File: src/rtl/piso_register.sv
// piso_register: parallel-in / serial-out transmit register.
//
// A word is accepted over a valid/ready handshake and streamed onto Q one bit
// per enabled clock edge. first/last mark the frame boundaries. done pulses for
// one cycle after the final bit has been consumed. A reload is accepted on the
// last-bit cycle, so consecutive frames stream without a gap.
//
// Parameters:
//   WIDTH      word length in bits (2..32)
//   MSB_FIRST  1: bit WIDTH-1 is sent first; 0: bit 0 is sent first
//
// Ports:
//   clock       in   single clock, rising-edge
//   reset       in   synchronous, active-high; overrides every other input
//   en          in   shift enable; a bit advances only on edges where en=1
//   load_valid  in   load_data is offered
//   load_data   in   word to serialize
//   load_ready  out  a word can be accepted this cycle (combinational)
//   Q           out  current serial bit
//   Q_valid     out  Q carries a frame bit
//   first       out  Q is the first bit of the frame
//   last        out  Q is the final bit of the frame
//   done        out  one-cycle pulse after the final bit is consumed
module piso_register #(
    parameter int unsigned WIDTH     = 8,
    parameter bit          MSB_FIRST = 1'b1
) (
    input  logic             clock,
    input  logic             reset,
    input  logic             en,
    input  logic             load_valid,
    input  logic [WIDTH-1:0] load_data,
    output logic             load_ready,
    output logic             Q,
    output logic             Q_valid,
    output logic             first,
    output logic             last,
    output logic             done
);

    localparam int unsigned     CntW    = $clog2(WIDTH);
    localparam logic [CntW-1:0] LastCnt = CntW'(WIDTH - 1);

    typedef enum logic {
        StIdle,
        StShift
    } state_e;

    state_e            state_q, state_d;
    logic [WIDTH-1:0]  shreg_q, shreg_d;
    logic [CntW-1:0]   cnt_q, cnt_d;
    logic              q_q, q_d;
    logic              done_q, done_d;

    logic              is_shift;
    logic              last_bit;
    logic              do_load;

    always_comb begin
        is_shift   = (state_q == StShift);
        last_bit   = is_shift && (cnt_q == LastCnt);
        load_ready = !is_shift || (last_bit && en);
        do_load    = load_valid && load_ready;

        state_d = state_q;
        shreg_d = shreg_q;
        cnt_d   = cnt_q;
        done_d  = last_bit && en;

        if (do_load) begin
            shreg_d = load_data;
            cnt_d   = '0;
            state_d = StShift;
        end else if (is_shift && en) begin
            if (last_bit) begin
                state_d = StIdle;
            end else begin
                cnt_d = cnt_q + CntW'(1);
                // Shift toward the output end, zero-filling the vacated end.
                if (MSB_FIRST) begin
                    shreg_d = {shreg_q[WIDTH-2:0], 1'b0};
                end else begin
                    shreg_d = {1'b0, shreg_q[WIDTH-1:1]};
                end
            end
        end

        // Q is registered so it has no input-to-output path; in idle it keeps
        // the last bit driven.
        if (state_d == StShift) begin
            q_d = MSB_FIRST ? shreg_d[WIDTH-1] : shreg_d[0];
        end else begin
            q_d = q_q;
        end
    end

    always_ff @(posedge clock) begin
        if (reset) begin
            state_q <= StIdle;
            shreg_q <= '0;
            cnt_q   <= '0;
            q_q     <= 1'b0;
            done_q  <= 1'b0;
        end else begin
            state_q <= state_d;
            shreg_q <= shreg_d;
            cnt_q   <= cnt_d;
            q_q     <= q_d;
            done_q  <= done_d;
        end
    end

    assign Q       = q_q;
    assign Q_valid = is_shift;
    assign first   = is_shift && (cnt_q == '0);
    assign last    = last_bit;
    assign done    = done_q;

endmodule

File: config.mk
export PLATFORM = sky130hd
export DESIGN_NAME = piso_register
export DESIGN_NICKNAME = d
export VERILOG_FILES = /design/src/rtl/piso_register.sv
export SDC_FILE = /design/constraint.sdc
export NUM_CORES = 1
export LEC_CHECK = 0
export CORE_ASPECT_RATIO = 1.2
export CORE_MARGIN = 8
export CORE_UTILIZATION = 40
export CTS_CLUSTER_DIAMETER = 200
export DETAILED_ROUTE_END_ITERATION = 10
export PLACE_DENSITY_LB_ADDON = 0.25
export SLEW_MARGIN = 20
export SYNTH_ARGS = -nofsm -noshare
export SYNTH_HDL_FRONTEND = slang
export SYNTH_SLANG_ARGS = --single-unit
File: constraint.sdc
create_clock -name clock -period 4.1 [get_ports clock]
set_input_delay 0.82 -clock clock [delete_from_list [all_inputs] [get_ports clock]]
set_output_delay 0.82 -clock clock [all_outputs]
set_load 0.005 [all_outputs]
==> After elaboration in Yosys (flattened, before gate mapping) <==
Index checks and enable logic that the tools add are counted.
{ "classes": {"n_mul": 0, "magnitude_cmp": 0, "muxes": 6, "n_div": 0, "bitwise_logic": 1, "eq_ne": 2, "shifts": 0, "add_sub_neg": 1, "n_reduce_logical": 12} }
{ "ops": {"columns": ["operator", "count"], "rows": [
  ["$mux W8", 3],
  ["$logic_and A1 B1 Y1", 5],
  ["$reduce_and A2 Y1", 2],
  ["$add A3 B1 Y3 const B", 1],
  ["$eq A3 B3 Y1 const B", 1],
  ["$logic_not A3 Y1", 1],
  ["$mux W1", 3],
  ["$ne A2 B1 Y1 const B", 1],
  ["$reduce_bool A2 Y1", 1],
  ["$reduce_or A2 Y1", 1],
  ["$logic_not A1 Y1", 1],
  ["$logic_or A1 B1 Y1", 1],
  ["$not A1 Y1", 1]
]} }
{ "word_totals": {"ramBits": 0, "latch_bits": 0, "regBits": 14, "out_inout_bits": 6, "n_memories": 0, "rom_bits": 0} }

==> Longest topological paths before layout <==
{ "logic_depth": {"ltp_word": 7, "ltp_mapped": 6, "depth_no_buf": 6} }

==> Worst setup path before layout <==
OpenSTA, ideal clock, no wires.
{ "synth_path": {"kind": "input port to output port", "from": "in en", "to": "out load_ready", "path_buffers": 0, "stages": 2, "path_slack_ns": 2.140, "arrival_ns": 1.140, "path_cell_list": "a21boi_1 inv_1"} }
{ "synth_between": {"elab_chain_len": 2} }
{ "synth_rtl": {"columns": ["item", "line_no", "source"], "rows": [
  ["start, declared", "30", "input logic en,"],
  ["$logic_and A1 B1 Y1", "62", "load_ready = !is_shift || (last_bit && en);"],
  ["$logic_or A1 B1 Y1", "62", null],
  ["end, declared", "33", "output logic load_ready,"]
]} }
Every way passes these cells.

==> Worst setup path in the final report <==
Same ends and word-level chain as after synthesis.

==> summary.md <==
| Metric | Value |
|---|---|
| Max-cap violations | `0` |
| Slowest CP cell | `clkdlybuf4s50_1` |
| Critical-path cell list | `clkdlybuf4s50_1, a21boi_1, inv_1, clkdlybuf4s50_1` |
| Synth top area share | `a little under two fifths` |
| Max Root-Sink Buffers | `2` |
| VDD IR max | `~0.23 mV` |
| Area Growth Syn to Fin | `28.5%` |
| Yosys warns | `0` |
| Worst-Skew Late Latency | `290 ps` |
| Placer Congestion | `0.779` |
| Worst hold path depth | `2` |
| Design Power | `approximately 0.00031 W` |
| Synthesized instance count | `between 80 and 90` |
| DRC | `0` |
| Fin worst setup slack | `around 1100 ps` |
| CP top delay family | `buffers and inverters` |
| Initial core utilization | `between 40% and 50%` |
| Post-synthesis cell type count | `25` |
| Fin nets | `around 120` |
| Fin Setup TNS | `0 ps` |
| Post-CTS setup buffer count | `0` |
| Max-slew violation count | `0` |
| Seq/Total Area, Yosys | `about 37%` |
| Number of top-level pins | `18` |
| Seq. cell area | `280 um^2` |
| Antenna diodes | `0` |
| Critical Path RT | `~3300 ps` |
| Reg2Reg Launch Point | `cnt_q[1]` |
| # clock sinks | `14` |
| Core ar. | `around 1800 um^2` |
| Largest cells by area after synthesis | `dfxtp_1 (37%), nor2b_1 (7.5%), nand2b_1 (6.7%)` |
| Global-route wire length before repair | `between 2000 and 3000 um` |
| Fin crit share | `74.4%` |
| Cell mode on critical path | `clkdlybuf4s50_1` |
| # resized after CTS | `0` |
| Dpl hpwl | `approximately 1200 um` |
| IO Port Bufs | `17` |
| Drt pass-1 iters | `4` |
| Syn_area_per_cell | `8.42 um^2` |
| Final core utilization | `between 50% and 60%` |
| Row Count | `17` |
| GRT Resource Usage Total | `between 9 and 10%` |
| Initial antenna violation count | `0` |
| Critical path arrival | `between 2000 and 2500 ps` |
| CP Capture Type | `primary output` |
| Share of cells above drive strength 1 | `5.66%` |
| Fin crit period | `3050 ps` |
| RSZ-0062 raised after global routing | `no` |
| DR WL/cell | `~13 um` |
| Worst Path Max Fanout | `8` |
| CTS Buf Count | `3` |
| P per Cell Area | `between 300 and 400 nW/um^2` |
| Fmax | `roughly 330 MHz` |
| CTS tree | `yes` |
| Cells on worst reg2reg path | `6` |
| CP Capture Point | `load_ready` |
| Initial drt markers | `10` |
| Final Routed Wirelength | `1690 um` |
| Mapped Area | `around 750 um^2` |
| Slew margin rel. | `about 64%` |
| Aggregate global routing overflow | `0` |
| Die X | `around 56 um` |
| Vias | `between 600 and 700` |
| CP startpoint | `en` |
| # hold bufs at CTS | `0` |
| Largest net degree at the start of global routing | `16` |
| Multi-input gate area | `442 um^2` |
| Min Hold Slack | `roughly 470 ps` |
| Die ar. | `3520 um^2` |
| Status | `complete, no violations` |
| Critical path buffers and inverters | `3` |
| Final setup violating endpoints | `0` |
| Clk pin slew, worst setup/hold paths | `roughly 80 ps` |
| Filler Cells Inserted | `170` |
| Post-route ant nets | `0` |
| Vias in the first global route | `665` |
| Syn_nets | `roughly 100` |
| Startpoint Class | `primary input` |
| Post-synth top area cell | `dfxtp_1` |
| Slew @ Worst Pin | `approximately 540 ps` |
| Slowest stage delay, CP | `approximately 540 ps` |
| CTS HTree Levels | `1` |
| Reg2Reg Capture Point | `shreg_q[7]` |
| Pre-CTS setup slack | `1060 ps` |
| Register bit total from synthesis | `14` |
| Static leakage | `about 0.37 nW` |
| Crit path depth | `4` |
| Drt via density | `approximately 5.3` |
| Final Hold Fails | `0` |
| Die Height | `63.4 um` |
| Worst Skew | `5.29 ps` |
| Crit Path Class | `in -> out` |
| CTS Root Cell | `clkbuf_4` |
| Register-to-register setup slack | `around 2300 ps` |
| HP Class | `reg -> reg` |
synthesized netlist by cell type:
| master | count |
|---|---|
| dfxtp_1 | 14 |
| nor2b_1 | 9 |
| nand2b_1 | 8 |
| nor2_1 | 7 |
| a21oi_1 | 6 |
| nand2_1 | 5 |
| nor3_1 | 5 |
| nand3b_1 | 4 |
| a2111oi_1 | 3 |
| clkbuf_1 | 3 |
| ha_1 | 3 |
| inv_1 | 3 |
| mux2i_1 | 3 |
| o31ai_1 | 3 |
| a211oi_1 | 2 |
| o21ai_0 | 2 |
| a21boi_1 | 1 |
| a22oi_1 | 1 |
| and2_1 | 1 |
| buf_2 | 1 |
| nand2b_2 | 1 |
| nor3b_1 | 1 |
| o21ai_1 | 1 |
| o21ai_2 | 1 |
| xnor2_1 | 1 |
worst min-delay path by stage:
stage	start	endpoint	slack [ps]
finish	shreg_q[3]	shreg_q[4]	470
global route	shreg_q[3]	shreg_q[4]	510
CTS	shreg_q[3]	shreg_q[4]	480
detailed placement	shreg_q[5]	shreg_q[6]	460
global placement	shreg_q[5]	shreg_q[6]	450
floorplan	shreg_q[3]	shreg_q[4]	430
power by group:
part	switching (W)	internal [W]
registers	0.00000634	0.000145
clock network	0.0000469	0.0000542
logic	0.0000244	0.0000309
logic make-up after synthesis:
family,count (synthesis),share of synthesized area [%]
AOI/OAI and AO/OA,20,18.2
DFF,14,37.4
and+or+nand+nor,41,30.6
adders and majority gates,3,5.01
xor gates and xnor gates,1,1.17
buffers and inverters,7,3.67
muxes,3,4.01
through the flow:
| stage | std cells | cell area (um^2) |
|---|---|---|
| floorplan | 89 | 749 |
| global placement | 121 | 927 |
| detailed placement | 121 | 927 |
| CTS | 125 | 963 |
| global route | 125 | 963 |
| finish | 125 | 963 |
worst register-to-register path, stage by stage (launching register included):
cell      delay, ps
dfxtp_1         360
ha_1            170
ha_1            380
a21boi_1        200
nor2b_1         380
nor2b_1         180
nor3_1           50
routing by layer:
metal	share of wire, %	GRT usage, %
met1	46	10.9
met2	44	15.6
met3	5.9	3.21
met4	3.1	7.41
met5	0	0
flip-flops by register name, summed over array words and instances, names as in the netlist:
register / cells
shreg_q: 8
cnt_q: 3
Q: 1
Q_valid: 1
done: 1
placed cells by master (no fill, tap or decap):
master and instances:
clkbuf_4 3, nand2b_1 8, a21boi_1 1, ha_1 3, inv_1 3, a211oi_1 2, nand2_1 5, nor3_1 5
clkdlybuf4s50_1 17, a2111oi_1 3, mux2i_1 3, a21oi_1 6, o21ai_0 2, nand3b_1 4, o21ai_1 1, nor2b_1 9
a22oi_1 1, nand2b_2 1, dfxtp_1 14, xnor2_1 1, and2_1 1, clkbuf_8 1, nor3b_1 1, nor2_1 7
o31ai_1 3, o21ai_2 1
area by class of cell:
type / count / area share [%]
well taps: 19 / 2.47
clock buffers: 4 / 3.77
repair buffers: 17 / 17.7
flip-flops and latches: 14 / 29.1
inverters: 3 / 1.17
multi-input cells: 68 / 45.8
(Power assumes the default switching activity.)
